===== config.mk =====
export PLATFORM = sky130hd
export DESIGN_NAME = object_bbox_tracker
export DESIGN_NICKNAME = d
export VERILOG_FILES = /design/src/rtl/tracker_pkg.sv /design/src/rtl/pix_pos_counter.sv /design/src/rtl/object_bbox_tracker.sv
export SDC_FILE = /design/constraint.sdc
export NUM_CORES = 1
export LEC_CHECK = 0
export ABC_AREA = 1
export BUFFER_PORTS_ARGS = -buffer_cell sky130_fd_sc_hd__buf_2
export CORE_MARGIN = 2
export CORE_UTILIZATION = 55
export CTS_BUF_LIST = sky130_fd_sc_hd__clkbuf_4 sky130_fd_sc_hd__clkbuf_8
export DETAILED_ROUTE_END_ITERATION = 8
export HOLD_SLACK_MARGIN = 0.06
export PLACE_DENSITY = 0.76
export SYNTH_ARGS = -nofsm -noshare
export SYNTH_HDL_FRONTEND = slang
export SYNTH_SLANG_ARGS = --single-unit
export TNS_END_PERCENT = 30

===== constraint.sdc =====
create_clock -name clk -period 2.61 [get_ports clk]
set_input_delay 0.522 -clock clk [delete_from_list [all_inputs] [get_ports clk]]
set_output_delay 0.522 -clock clk [all_outputs]
set_load 0.02 [all_outputs]

===== src/rtl/tracker_pkg.sv =====
`default_nettype none
// ============================================================================
// Module      : tracker_pkg
// Description : Shared types and constants for the object bounding-box
//               tracker and the pixel-position counter. Provides the
//               coordinate/count widths, the tracker state encoding, the
//               bounding-box accumulator record and a centre helper.
// Revision    : 1.0 - initial release
// ============================================================================
package tracker_pkg;

    localparam int CW = 10;   // coordinate width (columns / rows)
    localparam int NW = 20;   // foreground pixel count width

    typedef enum logic [1:0] {
        IDLE    = 2'd0,
        ACTIVE  = 2'd1,
        PUBLISH = 2'd2,
        DONE    = 2'd3
    } trk_state_t;

    typedef struct packed {
        logic [CW-1:0] xmin;
        logic [CW-1:0] xmax;
        logic [CW-1:0] ymin;
        logic [CW-1:0] ymax;
        logic [NW-1:0] cnt;
    } bbox_t;

    // Midpoint of two coordinates: the sum is formed one bit wider so it
    // cannot wrap, then the shift drops back to coordinate width.
    function automatic logic [CW-1:0] centre(input logic [CW-1:0] a,
                                             input logic [CW-1:0] b);
        logic [CW:0] w_sum;
        w_sum = {1'b0, a} + {1'b0, b};
        return w_sum[CW:1];
    endfunction

endpackage
`default_nettype wire


===== src/rtl/pix_pos_counter.sv =====
`default_nettype none
// ============================================================================
// Module      : pix_pos_counter
// Description : Tracks the column/row position of the incoming pixel stream.
//               Detects frame start (rising cap_vsync against a registered
//               copy), line end (falling pix_vld against a registered copy)
//               and frame end (line end of the last active row).
// Ports       : clk, rst         - clock, synchronous active-high reset
//               i_cap_vsync      - frame sync
//               i_pix_vld        - pixel valid, one contiguous run per line
//               o_x_cnt/o_y_cnt  - position of the current pixel
//               o_frame_start    - rising edge of cap_vsync (this cycle)
//               o_line_end       - first idle cycle after a pixel run
//               o_frame_end      - line end of row IH-1
//               o_pix_ok         - current pixel lies inside IW x IH
// Revision    : 1.0 - initial release
// ============================================================================
module pix_pos_counter
    import tracker_pkg::*;
#(
    parameter int IW = 800,
    parameter int IH = 600
) (
    input  logic          clk,
    input  logic          rst,
    input  logic          i_cap_vsync,
    input  logic          i_pix_vld,
    output logic [CW-1:0] o_x_cnt,
    output logic [CW-1:0] o_y_cnt,
    output logic          o_frame_start,
    output logic          o_line_end,
    output logic          o_frame_end,
    output logic          o_pix_ok
);

    localparam logic [CW-1:0] c_iw = CW'(IW);
    localparam logic [CW-1:0] c_ih = CW'(IH);

    logic          r_vsync_d;
    logic          r_vld_d;
    logic [CW-1:0] r_x;
    logic [CW-1:0] r_y;

    assign o_frame_start = i_cap_vsync & ~r_vsync_d;
    assign o_line_end    = r_vld_d & ~i_pix_vld;
    assign o_frame_end   = o_line_end && (r_y == c_ih - 1'b1);
    assign o_pix_ok      = i_pix_vld && (r_x < c_iw) && (r_y < c_ih);
    assign o_x_cnt       = r_x;
    assign o_y_cnt       = r_y;

    always_ff @(posedge clk) begin
        if (rst) begin
            r_vsync_d <= 1'b0;
            r_vld_d   <= 1'b0;
            r_x       <= '0;
            r_y       <= '0;
        end else begin
            r_vsync_d <= i_cap_vsync;
            r_vld_d   <= i_pix_vld;
            if (o_frame_start) begin
                r_x <= '0;
                r_y <= '0;
            end else if (o_line_end) begin
                r_x <= '0;
                // Saturate at IH so surplus lines can never wrap back
                // into the active window.
                if (r_y < c_ih)
                    r_y <= r_y + 1'b1;
            end else if (i_pix_vld && (r_x < c_iw)) begin
                r_x <= r_x + 1'b1;
            end
        end
    end

endmodule
`default_nettype wire


===== src/rtl/object_bbox_tracker.sv =====
`default_nettype none
// ============================================================================
// Module      : object_bbox_tracker
// Description : Thresholds the equalized 8-bit pixel stream into a 1-bit
//               overlay stream and accumulates the bounding box, centre and
//               foreground count of each frame, publishing them once per
//               complete frame with a single-cycle res_vld pulse.
// Ports       : clk, rst               - clock, synchronous active-high reset
//               cap_vsync              - frame sync (rising edge = start)
//               pix_vld, pix_data      - equalized pixel stream
//               thr, thr_inv           - threshold / polarity, latched per frame
//               bin_vld, bin_data      - binarized stream, 1-cycle latency
//               res_vld                - result update strobe
//               obj_found              - pix_cnt >= MIN_PIX
//               x_min/x_max/y_min/y_max- bounding box
//               x_ctr/y_ctr            - box centre
//               pix_cnt                - foreground pixels in the frame
// Revision    : 1.0 - initial release
// ============================================================================
module object_bbox_tracker
    import tracker_pkg::*;
#(
    parameter int IW      = 800,
    parameter int IH      = 600,
    parameter int MIN_PIX = 64
) (
    input  logic          clk,
    input  logic          rst,
    input  logic          cap_vsync,
    input  logic          pix_vld,
    input  logic [7:0]    pix_data,
    input  logic [7:0]    thr,
    input  logic          thr_inv,
    output logic          bin_vld,
    output logic          bin_data,
    output logic          res_vld,
    output logic          obj_found,
    output logic [CW-1:0] x_min,
    output logic [CW-1:0] x_max,
    output logic [CW-1:0] y_min,
    output logic [CW-1:0] y_max,
    output logic [CW-1:0] x_ctr,
    output logic [CW-1:0] y_ctr,
    output logic [NW-1:0] pix_cnt
);

    localparam logic [CW-1:0] c_iw      = CW'(IW);
    localparam logic [CW-1:0] c_ih      = CW'(IH);
    localparam logic [NW-1:0] c_min_pix = NW'(MIN_PIX);

    logic [CW-1:0] w_x;
    logic [CW-1:0] w_y;
    logic          w_frame_start;
    logic          w_line_end;
    logic          w_frame_end;
    logic          w_pix_ok;
    logic          w_fg;
    logic          w_acc_en;
    logic          w_publish;

    trk_state_t    r_state;
    trk_state_t    w_state_nxt;
    bbox_t         r_acc;
    logic [7:0]    r_thr;
    logic          r_thr_inv;

    pix_pos_counter #(
        .IW (IW),
        .IH (IH)
    ) u_pos (
        .clk           (clk),
        .rst           (rst),
        .i_cap_vsync   (cap_vsync),
        .i_pix_vld     (pix_vld),
        .o_x_cnt       (w_x),
        .o_y_cnt       (w_y),
        .o_frame_start (w_frame_start),
        .o_line_end    (w_line_end),
        .o_frame_end   (w_frame_end),
        .o_pix_ok      (w_pix_ok)
    );

    assign w_fg     = r_thr_inv ? (pix_data < r_thr) : (pix_data > r_thr);
    assign w_acc_en = (r_state == ACTIVE) && w_pix_ok && w_fg;

    // ---------------------------------------------------------------- FSM
    always_ff @(posedge clk) begin
        if (rst)
            r_state <= IDLE;
        else
            r_state <= w_state_nxt;
    end

    always_comb begin
        w_state_nxt = r_state;
        w_publish   = 1'b0;
        case (r_state)
            IDLE:    if (w_frame_start) w_state_nxt = ACTIVE;
            ACTIVE: begin
                // A new vsync while still collecting is a short frame:
                // stay in ACTIVE, the accumulators get reloaded below.
                if (w_frame_start)
                    w_state_nxt = ACTIVE;
                else if (w_line_end && w_frame_end)
                    w_state_nxt = PUBLISH;
            end
            PUBLISH: begin
                // The publish copy and a coinciding accumulator reload share
                // one edge; the copy samples the old values, so nothing is
                // lost and the new frame is live from the next cycle.
                w_publish   = 1'b1;
                w_state_nxt = w_frame_start ? ACTIVE : DONE;
            end
            DONE:    if (w_frame_start) w_state_nxt = ACTIVE;
            default: w_state_nxt = IDLE;
        endcase
    end

    // -------------------------------------------------------- accumulators
    always_ff @(posedge clk) begin
        if (rst) begin
            r_thr     <= '0;
            r_thr_inv <= 1'b0;
            r_acc     <= '0;
        end else if (w_frame_start) begin
            r_thr      <= thr;
            r_thr_inv  <= thr_inv;
            r_acc.xmin <= c_iw - 1'b1;
            r_acc.xmax <= '0;
            r_acc.ymin <= c_ih - 1'b1;
            r_acc.ymax <= '0;
            r_acc.cnt  <= '0;
        end else if (w_acc_en) begin
            if (w_x < r_acc.xmin) r_acc.xmin <= w_x;
            if (w_x > r_acc.xmax) r_acc.xmax <= w_x;
            if (w_y < r_acc.ymin) r_acc.ymin <= w_y;
            if (w_y > r_acc.ymax) r_acc.ymax <= w_y;
            r_acc.cnt <= r_acc.cnt + 1'b1;
        end
    end

    // ------------------------------------------------------------- outputs
    always_ff @(posedge clk) begin
        if (rst) begin
            bin_vld   <= 1'b0;
            bin_data  <= 1'b0;
            res_vld   <= 1'b0;
            obj_found <= 1'b0;
            x_min     <= '0;
            x_max     <= '0;
            y_min     <= '0;
            y_max     <= '0;
            x_ctr     <= '0;
            y_ctr     <= '0;
            pix_cnt   <= '0;
        end else begin
            bin_vld  <= pix_vld;
            bin_data <= pix_vld & w_fg;
            res_vld  <= w_publish;
            if (w_publish) begin
                if (r_acc.cnt == '0) begin
                    // Empty frame: the accumulators still hold their
                    // load values, which must not leak out as a box.
                    obj_found <= 1'b0;
                    x_min     <= '0;
                    x_max     <= '0;
                    y_min     <= '0;
                    y_max     <= '0;
                    x_ctr     <= '0;
                    y_ctr     <= '0;
                    pix_cnt   <= '0;
                end else begin
                    obj_found <= (r_acc.cnt >= c_min_pix);
                    x_min     <= r_acc.xmin;
                    x_max     <= r_acc.xmax;
                    y_min     <= r_acc.ymin;
                    y_max     <= r_acc.ymax;
                    x_ctr     <= centre(r_acc.xmin, r_acc.xmax);
                    y_ctr     <= centre(r_acc.ymin, r_acc.ymax);
                    pix_cnt   <= r_acc.cnt;
                end
            end
        end
    end

endmodule
`default_nettype wire


* After elaboration in Yosys (flattened, before gate mapping)
Cells that the tools add are included.
W data, S select, Z words.
** Cells by class
- Reductions and logical operators :: 22
- Mux-type cells :: 21
- Add/subtract/negate cells :: 5
- Equality and inequality tests :: 6
- Bitwise operators :: 5
- Magnitude comparators :: 9
** Operator list (count)
- $mux W60 :: 2
- $mux W10 :: 10
- $add A10 B10 Y11 :: 2
- $add A10 B1 Y10 const B :: 2
- $add A20 B1 Y20 const B :: 1
- $ge A20 B7 Y1 const B :: 1
- $gt A10 B10 Y1 :: 2
- $logic_not A20 Y1 :: 1
- $lt A10 B10 Y1 :: 2
- $lt A10 B10 Y1 const B :: 2
- $mux W20 :: 1
- $reduce_and A2 Y1 :: 8
- $eq A10 B10 Y1 const B :: 1
- $gt A8 B8 Y1 :: 1
- $lt A8 B8 Y1 :: 1
- $mux W2 :: 4
- $logic_and A1 B1 Y1 :: 6
- $pmux W2 S3 :: 1
- $reduce_bool A2 Y1 :: 3
- $eq A2 B2 Y1 const B :: 2
- $reduce_or A2 Y1 :: 2
- $and A1 B1 Y1 :: 3
- $mux W1 :: 3
- $ne A3 B2 Y1 const B :: 1
- other kinds (5) :: 6
** Storage, ports and cells
- Input bits :: 21
- Register bits :: 176
- Output and inout bits :: 84
- Word-level logic and storage cells :: 92

* Depth between registers and ports, before layout
Gate-level depths: netlist of the first run.
- Word-level depth :: 7
- Gate-level depth with buffers :: 16
- Mapped depth without buffers :: 15

* By module
From an unflattened synthesis of the first run, not the netlist that was laid out.
** Unflattened totals
- Cells, all modules :: 1371
- Area, all modules :: 9532.9 um^2
** Modules (own cells, without submodules)
- object_bbox_tracker :: times used 1, area each 8328.0 um^2, cells an instance 1179, sequential area each 3103.0 um^2
- pix_pos_counter :: times used 1, area each 1204.9 um^2, cells an instance 192, sequential area each 440.4 um^2

* Worst setup path after synthesis of the first run
OpenSTA, ideal clock, no wires.
- Path type :: input port to flip-flop
- Start :: input port pix_data[7]
- End :: register r_acc[15] in the netlist's numbering
- Path buffers :: 1
- Stages :: 11
- Required time :: 2478 ps
- Arrival :: 1759 ps
- Setup slack :: 718 ps
- Library setup time :: 132 ps
- Cells stage by stage :: ha_1 -> a21o_1 -> nor2_1 -> nand2_1 -> nand2_1 -> nand2_2 -> nand2_2 -> clkinv_2 -> buf_6 -> nand2_1 -> a21oi_1
** Between the ends
- Word-level cells in the longest chain between the ends :: 3
- Elaborated cells between the ends (all ways) :: 4
- Those cells by class :: order compare (2); mux (1); reduce/logical (1)
** Ends and longest elaborated chain
- from (decl) :: RTL line object_bbox_tracker.sv:31 : input logic [7:0] pix_data,
- $gt A8 B8 Y1 or $lt A8 B8 Y1 (tied branches) :: RTL line object_bbox_tracker.sv:83 : assign w_fg = r_thr_inv ? (pix_data < r_thr) : (pix_data > r_thr);
- $mux W1 (*) :: RTL line object_bbox_tracker.sv:83
- $logic_and A1 B1 Y1 (*) :: RTL line object_bbox_tracker.sv:84 : assign w_acc_en = (r_state == ACTIVE) && w_pix_ok && w_fg;
- to (decl) :: RTL line object_bbox_tracker.sv:63 : bbox_t r_acc;
Every way passes the cells marked *; elsewhere a longest branch is shown, timed or not.
A chain may end at the register's enable or synchronous reset.

* Final worst setup path of the first run
- Start :: register r_acc[0] in the netlist's numbering
- End :: register y_ctr[1]
** Between the ends
- Word-level cells in the longest chain between the ends :: 2
** Ends and longest elaborated chain
- $logic_not A20 Y1 :: RTL line object_bbox_tracker.sv:161 : if (r_acc.cnt == '0) begin
- $mux W10 :: RTL line object_bbox_tracker.sv:161
- to (signal assigned) :: RTL line object_bbox_tracker.sv:179 : y_ctr <= centre(r_acc.ymin, r_acc.ymax);
- to (decl) :: RTL line object_bbox_tracker.sv:43 : output logic [CW-1:0] y_ctr,
Every way passes these cells.

==> results of run 1 <==
-- state kept, by name, indices dropped and copies added (netlist names) --
name,count
r_acc,60
u_pos.o_x_cnt,10
r_thr,8
y_min,10
y_max,10
r_thr_inv,1
pix_cnt,20
bin_data,1
y_ctr,10
u_pos.r_vld_d,1
u_pos.r_vsync_d,1
x_ctr,10
u_pos.o_y_cnt,10
x_max,10
res_vld,1
x_min,10
obj_found,1
r_state,2
-- per-stage QoR --
step | setup WS [ns] | std cells
2_1_floorplan | 0.7185 | 1313
6_report | 0.3970 | 1634
5_1_grt | 0.09657 | 1634
4_1_cts | 0.3994 | 1633
3_3_place_gp | 0.3902 | 1601
3_5_place_dp | 0.3354 | 1601
-- worst max-delay path, delay by kind of cell (launching register included) --
| family | cells | cell delay (ns) |
|---|---|---|
| buffers and inverters | 2 | 0.82 |
| AND/OR/NAND/NOR | 5 | 0.49 |
| flip-flops | 1 | 0.42 |
| adder cells (fa/ha/maj) | 1 | 0.21 |
| AO/OA/AOI/OAI | 1 | 0.17 |
-- report_power, final --
part | total, mW | switching, mW | internal, mW
logic | 0.604 | 0.408 | 0.196
registers | 2.81 | 0.0599 | 2.75
clock network | 1.96 | 0.994 | 0.970
-- kinds of logic after synthesis --
kind of cell	synth area share [%]
buf+inv	8.393
fa+ha+maj	10.18
simple gates	29.54
xor+xnor	1.920
compound gates	11.35
flops	38.62
-- metal layers --
metal  vias up  part of all wire, %  global-route usage, %
li1       4396                    -                      -
met1      3826                   45                  32.44
met2       209                   47                  42.77
met3        37                  4.9                  4.559
met4         0                  2.6                  10.04
met5         -                    0                      0
-- cells in the final DEF (no fill, tap or decap), drive strengths merged, types with 4 or more instances in the layout --
master,synthesis,layout
clkinvlp,0,4
nand2,389,389
a21oi,155,155
xor2,17,17
o21a,4,4
buf,25,119
ha,71,71
nor3,28,28
clkbuf,26,24
or2,5,5
dfxtp,176,176
nand3,69,69
inv,132,133
clkinv,3,4
o21ai,28,28
nand4,19,19
nor2,148,148
-- cell type report --
| cell class | count | area, sq um |
|---|---|---|
| clock buffer | 24 | 305.3 |
| multi-input combinational | 951 | 4835 |
| antenna | 1 | 2.502 |
| timing repair buffer | 119 | 658.1 |
| sequential | 176 | 3523 |
| fill | 1497 | 6196 |
| clock inverter | 8 | 103.9 |
| inverter | 135 | 508.0 |
| tap | 220 | 275.3 |
-- worst paths after layout --
| path | startpoint | end | slack, ns |
|---|---|---|---|
| worst min-delay path | thr_inv | r_thr_inv | 0.26 |
| worst min register to register | r_thr[3] | r_thr[3] | 0.46 |
| worst max register to register | r_acc[0] | y_ctr[1] | 0.40 |
| worst max-delay path | r_acc[0] | y_ctr[1] | 0.40 |
==> results.ini, run 1 <==
[outcome]
outcome = complete, no violations

[grt]
grt_first_pass_wirelength_um = 36380
grt_pass1_vias = 7568
grt_max_degree = 75
overflow = 0
antenna_found_initial = 1
track_usage_pct = 25.43

[logic_synthesis]
ys_ff_latch = 176
synth.net_count = 1407
synth_cells = 1313
syn_area_per_cell_sq_um = 6.949
yosysUniqueCellTypes = 36
synthTopCellsByArea = dfxtp_1, nand2_1, ha_1, a21oi_1, nor2_1
yosysSeqAreaShare_pct = 38.62
synth_area_leader_cell = dfxtp_1
yosysTopAreaCellShare_pct = 38.62
async_flop_share_pct = 0
yosys-top-cells-count = nand2_1, dfxtp_1, a21oi_1, nor2_1, inv_1
synth_edf_count = 0
syn-cell-area_sq_um = 9124
ys.warnings.count = 0
yosys_most_used_dff = dfxtp_1
synth_most_common_cell = nand2_1

[sta]
worst_slew_pin_slew_ns = 0.9639
hold_viol = 0
rsz0062_at_grt = no
drv_slew = 0
setup_viol = 0
fin_worst_hold_slack_ns = 0.2566
finalCriticalPeriod_ns = 2.213
fin_skew_ns = 0.01351
slew_headroom_pct = 35.65
fin_tns_setup_ns = 0
finalCritPeriodShare_pct = 84.79
max_freq_ghz = 0.4519

[clock_tree]
clk_pin_slew_ns = 0.09
post_cts_buffers = 0
cts_buffers = 17
cts_repair_resize_count = 0
h-tree-depth = 4
cts_sinks = 176
cts_hold_buf = 0
cts_root_buf = clkbuf_8
cts_tree = done
clkLatencyLatePin_ns = 0.49
cts.path.max_buffers = 2

[detailed_routing]
drt_pass1_iterations = 5
drt_iter0_drc = 480
postRouteWirelength_um = 22120
ant_nets = 0
route.detailed.wl_per_inst_um = 13.54
vias = 8468
via_per_inst = 5.182
drc = 0

[min_path]
hold_class = input port to register
holdPathStages = 3

[layout]
design_area_sq_um = 10210
syn2layout_area_growth_pct = 11.92
finalNetCount = 1494
fin_util_pct = 62.24
drive_above_1_share_pct = 11.89

[worst_setup_path]
setup.worst_path.end_class = register
slowest_stage = inv_2
cp_common_cell = nand3_1
cp_max_fo = 56
slowest_delay_ns = 0.72
cp_data_required_time_ns = 3.03
path_class = register to register
ff2ff_path_depth = 9
crit_chain = inv_1 -> ha_1 -> nand2_1 -> nor4_1 -> nand3_1 -> nand2_2 -> inv_2 -> nand3_1 -> a21oi_1
critPathLaunchType = register
arrival_ns = 2.63

[die]
start_util_pct = 55.61
std_cell_rows = 47
core_area_sq_um = 16410
chipHeight_um = 132.8
dieWidth_um = 132.8
fp.dieArea_sq_um = 17630
ios = 105

[place]
place_congestion = 0.9523
dp_hpwl_um = 16060
portBuffers = 104
place_area_sq_um = 9799

[power]
finalPower_mw = 5.376
p_per_area_nw_per_um2 = 526.5
leakage_nw = 4.840
ir_worst_vdd_uv = 354.4

[flow_run]
drv_cap = 0

No activity file was read; power rests on OpenSTA's default activity.
==> run 2: changes to the inputs <==
- clock period: 2.61 -> 2.2 ns (I/O delays scaled with it)
==> run 2 against run 1 <==
Wire length is 4.6% higher. Total power is 22% higher. Worst setup slack worse by 0.17 ns. Critical path depth is 1 higher. Clock power is 27% higher. Highest routed layer unchanged.
==> results.ini, run 2 (synthesis gave the netlist of run 1 again) <==
[min_path]
min-delay-start = thr[0]
hold_class = input port to register

[detailed_routing]
via_per_inst = 5.220  ; +0.73%
drt_pass1_iterations = 5  ; unchanged
vias = 8598  ; +1.5%
ant_nets = 0  ; unchanged
drc = 0  ; unchanged
drt_iter0_drc = 526  ; +9.6%
route.detailed.wl_per_inst_um = 14.05  ; +3.8%
postRouteWirelength_um = 23140  ; +4.6%

[clock_tree]
h-tree-depth = 4  ; unchanged
cts_root_buf = clkbuf_8
cts_hold_buf = 0  ; unchanged
cts_sinks = 176  ; unchanged
cts_tree = done
clkLatencyLatePin_ns = 0.48  ; about the same
cts.path.max_buffers = 2  ; unchanged
cts_buffers = 17  ; unchanged
clk_pin_slew_ns = 0.09  ; about the same

[place]
pre_cts_ws_ns = 0.04617  ; -0.2893 ns
portBuffers = 104  ; unchanged
dp_hpwl_um = 16650  ; +3.7%
place_congestion = 0.9416  ; -1.1%
placedCellCount = 1614  ; +0.81%

[layout]
regMostFlops = r_acc
largest_registers = r_acc x60, pix_cnt x20
largest_reg_flops = 60  ; unchanged
drive_above_1_share_pct = 12.76  ; +0.87 points
final_common_cell = nand2_1
most-common-layout-cells = nand2_1, dfxtp_1, a21oi_1, nor2_1, inv_1
finalNetCount = 1508  ; +0.94%
syn2layout_area_growth_pct = 14.15
stdcell_count = 1647  ; +0.80%

[worst_setup_path]
r2r_setup_slack_ns = 0.23  ; -0.17 ns
r2r_start = r_acc[59]
path_class = register to register
cp_data_required_time_ns = 2.58  ; -0.45 ns
setup.worst_path.end_class = register
critPathLaunchType = register
cp_max_fo = 7  ; -88%
arrival_ns = 2.35  ; -0.28 ns
crit_start = r_acc[59]

[grt]
antenna_found_initial = 1  ; unchanged
grt_first_pass_wirelength_um = 38380  ; +5.5%
grt_pass1_vias = 8035  ; +6.2%
overflow = 0  ; unchanged
track_usage_pct = 26.73  ; +1.3 points
grt_max_degree = 75  ; unchanged

[die]
ios = 105  ; unchanged
chipHeight_um = 132.8  ; unchanged
fp.dieArea_sq_um = 17630  ; unchanged
std_cell_rows = 47  ; unchanged
core_area_sq_um = 16410  ; unchanged
dieWidth_um = 132.8  ; unchanged
start_util_pct = 55.61  ; unchanged

[sta]
finalCriticalPeriod_ns = 1.971  ; -0.2416 ns
worst_slew_pin_slew_ns = 1.019  ; +0.05477 ns
slew_headroom_pct = 31.84  ; -3.8 points
rsz0062_at_grt = no
drv_slew = 0  ; unchanged
worst_slack_ns = 0.2285  ; -0.1684 ns
max_freq_ghz = 0.5072  ; +12%
setup_viol = 0  ; unchanged
hold_viol = 0  ; unchanged
finalCritPeriodShare_pct = 89.61  ; +4.8 points
fin_skew_ns = 0.01498  ; +0.001465 ns
fin_tns_setup_ns = 0  ; unchanged

[power]
switching_share_pct = 27.21  ; about the same
ir_worst_vdd_uv = 768.6  ; +120%
clkPwrFrac_pct = 37.7  ; +1.2 points
p_sw_mw = 1.787  ; +22%
seqPwrFrac_pct = 50.7  ; -1.5 points
p_int_mw = 4.780  ; +22%
p_per_area_nw_per_um2 = 630.5  ; +20%
comb_power_share_pct = 11.5  ; +0.3 points
leakage_nw = 4.958  ; +2.4%

[outcome]
outcome = complete, no violations

[flow_run]
drv_cap = 0  ; unchanged

==> run 2: cell types whose count changed in the layout (fill, tap and decap cells not counted), sizes merged <==
cell      previous run  this run
clkinvlp             4         2
bufinv               2         4
buf                119       133
clkinv               4         7
clkbuf              24        18
inv                133       135
==> run 2: metrics by stage <==
| stage | utilization (%) | power, mW | cell area [sq um] | hold slack [ns] |
|---|---|---|---|---|
| 2_1_floorplan | - | 3.911 | 9124 | 0.4333 |
| 3_3_place_gp | 60.70 | 4.125 | 9960 | 0.4436 |
| 3_5_place_dp | 60.70 | 4.145 | 9960 | 0.4487 |
| 4_1_cts | 63.34 | 6.583 | 10390 | 0.1656 |
| 5_1_grt | 63.48 | 6.831 | 10420 | 0.1897 |
| 6_report | 63.48 | 6.567 | 10420 | 0.1864 |
==> run 2: power by group through the flow <==
stage / clock, mW / combinational, mW / sequential [mW]
global route: 2.63 / 0.865 / 3.34
CTS: 2.50 / 0.749 / 3.33
floorplan: 0 / 0.517 / 3.39
global placement: 0 / 0.721 / 3.40
detailed placement: 0 / 0.740 / 3.40
finish: 2.48 / 0.756 / 3.33
==> run 2: critical path: stages (launching register included) <==
cell,delay (ns)
dfxtp_1,0.41
inv_1,0.08
ha_1,0.33
a21oi_1,0.16
o21a_1,0.13
nand2_1,0.05
nor2_1,0.23
nand4_1,0.13
buf_4,0.18
nor2_1,0.10
nor2_1,0.06
==> run 2: layout make-up <==
| class | instances | area [sq um] |
|---|---|---|
| Clock buffer | 18 | 247.7 |
| Antenna cell | 1 | 2.502 |
| Fill cell | 1471 | 5992 |
| Multi-Input combinational cell | 951 | 4842 |
| Inverter | 135 | 511.7 |
| Clock inverter | 13 | 185.2 |
| Timing Repair Buffer | 133 | 825.8 |
| Sequential cell | 176 | 3525 |
| Tap cell | 220 | 275.3 |
==> run 2: worst paths after layout <==
kind | end | cells after the start
setup / recovery | r_acc[50] | 10
hold / removal | r_thr[0] | 3
setup reg to reg | r_acc[50] | 10
hold reg to reg | pix_cnt[14] | 2
==> run 2: what timing repair did <==
item / 4_1_cts / 5_1_grt
endpoints found under the setup margin: 0 / 46
gates resized for setup: 0 / 5
buffers inserted: 0 / 1
==> run 2: metal layers <==
layer / up-vias / wire [um] / global-route usage, % / part of all wire [%]
li1: 4406 / - / - / -
met1: 3904 / 10500 / 33.85 / 45
met2: 251 / 10990 / 45.48 / 47
met3: 37 / 1225 / 5.670 / 5.3
met4: 0 / 424 / 8.781 / 1.8
met5: - / 0 / 0 / 0
